`src/rtl/max2bitset_seq_checker_two_hot_decode.sv`:
```
// Combinational popcount==2 check with upper/lower set-bit index extraction.
module two_hot_decode #(
  parameter  int unsigned BW_NUM = 4,
  localparam int unsigned IW     = $clog2(BW_NUM)
) (
  input  logic [BW_NUM-1:0] num,
  output logic              two_hot,
  output logic [IW-1:0]     left,
  output logic [IW-1:0]     right
);
  localparam int unsigned CW = $clog2(BW_NUM + 1);

  logic [CW-1:0] cnt;
  logic [IW-1:0] msb;
  logic [IW-1:0] lsb;

  always_comb begin
    cnt = '0;
    msb = '0;
    lsb = '0;
    for (int i = 0; i < int'(BW_NUM); i++) begin
      if (num[i]) begin
        cnt = cnt + CW'(1);
        msb = IW'(i);
      end
    end
    for (int i = int'(BW_NUM) - 1; i >= 0; i--) begin
      if (num[i]) begin
        lsb = IW'(i);
      end
    end
    two_hot = (cnt == CW'(2));
    left    = two_hot ? msb : '0;
    right   = two_hot ? lsb : '0;
  end
endmodule

```
`config.mk`:
```
export PLATFORM = sky130hd
export DESIGN_NAME = two_hot_decode
export DESIGN_NICKNAME = d
export VERILOG_FILES = /design/src/rtl/max2bitset_seq_checker_two_hot_decode.sv
export SDC_FILE = /design/constraint.sdc
export NUM_CORES = 1
export LEC_CHECK = 0
export BUFFER_PORTS_ARGS = -buffer_cell sky130_fd_sc_hd__buf_4
export CAP_MARGIN = 20
export CORE_AREA = 2 2 39 41
export DETAILED_ROUTE_END_ITERATION = 7
export DIE_AREA = 0 0 41 43
export SYNTH_ARGS = -nofsm -noshare
export SYNTH_HDL_FRONTEND = slang
export SYNTH_SLANG_ARGS = --single-unit
```
`constraint.sdc`:
```
create_clock -name vclk -period 2.8
set_clock_uncertainty 0.05 [all_clocks]
set_input_delay 0.14 -clock vclk [all_inputs]
set_output_delay 0.14 -clock vclk [all_outputs]
set_load 0.005 [all_outputs]
```
==> key figures <==
Critical path
  – Crit-path max FO: 5
  – Worst Path Required: ~2.6 ns
  – Crit end category: output pin
  – CP startpoint kind: primary input
  – Slowest-stage cell, CP: mux4_2
  – Critical path class: in -> out
  – CP peak stage delay: ~0.52 ns
  – Crit-path cells: buf_4 -> inv_1 -> ha_1 -> xor2_1 -> ha_1 -> nand2b_4 -> mux4_2 -> nor4_1 -> buf_4
  – Arrival time at the worst endpoint: 2.14 ns

Placed design
  – Port-buffer cells: 9
  – Gpl congestion: 0.6604
  – Placed cells: 50

Cells and area
  – Layout clock buffers: 0
  – Fillers: 164
  – Fin nets: 43
  – Number of diodes: 0
  – Register area: 0 um^2
  – Finished Layout Cells: 50
  – FFs & Latches: 0
  – Most common cell after layout, fill and taps aside: buf_4
  – Commonest cells after routing, fill and taps aside: buf_4, inv_1, nand2_1, nor3_1, ha_1
  – Area delta synth->final: 39.10%
  – Layout cell share with drive strength beyond 1: 35.29%

GRT
  – GRT overflow: 0
  – Vias in the first global route: between 150 and 200
  – Antenna violations before repair: 0
  – First-pass GRT wire length: between 600 and 700 um
  – Largest net degree at the start of global routing: 9
  – GRT Util Overall: 4.605%

Timing
  – RSZ-0062 raised after global routing: false
  – Fin crit share: 83.33%
  – Slew Viols, Final: 0
  – Setup TNS: 0 ns
  – Min Tclk post-route: 2.333 ns
  – Maximum clock rate: around 430 MHz
  – Final setup vio count: 0
  – Worst slew pin tran: 0.3467 ns
  – Slew margin rel.: just under 80%
  – Final Hold Fails: 0
  – Hold slack: 0.5056 ns

Clock tree
  – Setup fix buffers added after clock tree synthesis: 0
  – Post-CTS resize count: 0
  – Post-CTS Hold Buffers: 0

Drt
  – # DRC: 0
  – WL final: slightly below 400 um
  – DRT Pass-1 Iters: 2
  – Routed len/inst: 7.960 um
  – Via count: 196
  – Detailed router's first-iteration violation count: 1
  – Vias per inst: 3.920
  – Antenna-violating nets left: 0

Synth
  – Mapped Nets: 33
  – Synth cell types: 14
  – Register area share after synthesis: 0%
  – Mean area per synthesized cell: 7.507 um^2
  – Syn. warnings: 0
  – Mapped Area: 195.2 um^2
  – Post-synthesis cell count: 26

Worst hold path
  – Hold Path Class: in -> out
  – Worst hold endpoint: right[0]
  – Startpoint of the worst hold path: num[0]
  – Min-Delay Path Depth: 3

Pwr
  – Lkg Pwr: 0.1369 nW
  – Max IR drop VDD: 0.05209 mV
  – PwrDens: about 200 mW/mm^2

Run
  – Max-capacitance violation count: 0

Die
  – FP Rows: 14
  – Die area: 0.001763 mm^2
  – Initial core utilization: 14.10%
  – Top-Level Pins: 9
  – Core footprint: 0.001384 mm^2
  – Die width: 41 um
  – Die Ht: ~43 um

Status
  – Outcome: complete, no violations
-- how the worst max path moves through the flow --
stage | endpoint | cells after the start | startpoint
floorplan | right[0] | 7 | num[0]
global placement | right[0] | 9 | num[0]
global route | right[0] | 9 | num[0]
finish | right[0] | 9 | num[0]
detailed placement | right[0] | 9 | num[0]
CTS | right[0] | 9 | num[0]
-- metal layers --
metal	wire length (um)	vias to the layer above	track usage (%)	part of all wire [%]
li1	-	105	-	-
met1	209	86	7.643	53
met2	168	5	6.875	42
met3	21	0	0	5.3
met4	0	0	0	0
met5	0	-	0	0
-- where the power goes --
group | internal, mW | total, mW | leakage, nW | switching (mW)
Sequential | 0 | 0 | 0 | 0
Clock | 0 | 0 | 0 | 0
Combinational | 0.0288 | 0.0542 | 0.137 | 0.0254
-- critical path, delay by kind of cell --
kind	cells	cell delay, ns
fa+ha+maj	2	0.67
mux	1	0.52
simple gates	2	0.33
buf+inv	3	0.29
xor+xnor	1	0.18
-- logic make-up (layout without fill, tap and decap cells) --
logic type	count (synthesis)	after routing	share of synthesized area (%)
buf+inv	4	12	11.54
simple gates	14	14	43.59
compound gates	2	2	5.128
mux	1	1	11.54
xor+xnor	2	2	8.976
fa+ha+maj	3	3	19.23
-- layout make-up --
cell class         instances  area (um^2)  share of cell area (%)
well taps                 16        20.02                   7.373
inverters                  3        11.26                   4.147
multi-input cells         22        172.7                   63.59
repair buffers             9        67.56                   24.88
-- per-stage QoR --
step,worst slack (ns),util (%),power [mW],instance area [um^2]
after global routing,0.3114,19.62,0.06036,271.5
after floorplan,0.7520,-,0.03496,195.2
after detailed placement,0.4731,19.62,0.05507,271.5
final,0.4667,19.62,0.05415,271.5
after CTS,0.4520,19.62,0.05526,271.5
after global placement,0.4845,19.62,0.05418,271.5
-- synthesized netlist by cell type (all sizes together) --
master  count  area (um^2)
mux4        1        22.52
nand2       3        11.26
ha          3        37.54
a21oi       2        10.01
nand2b      3        33.79
buf         1        11.26
inv         3        11.26
nor2        2        7.510
nor4        1        6.260
or3         1        6.260
nor3        3        15.01
xor2        2        17.52
nand3       1        5.000
Note: power is estimated with default switching activity, not from simulation.
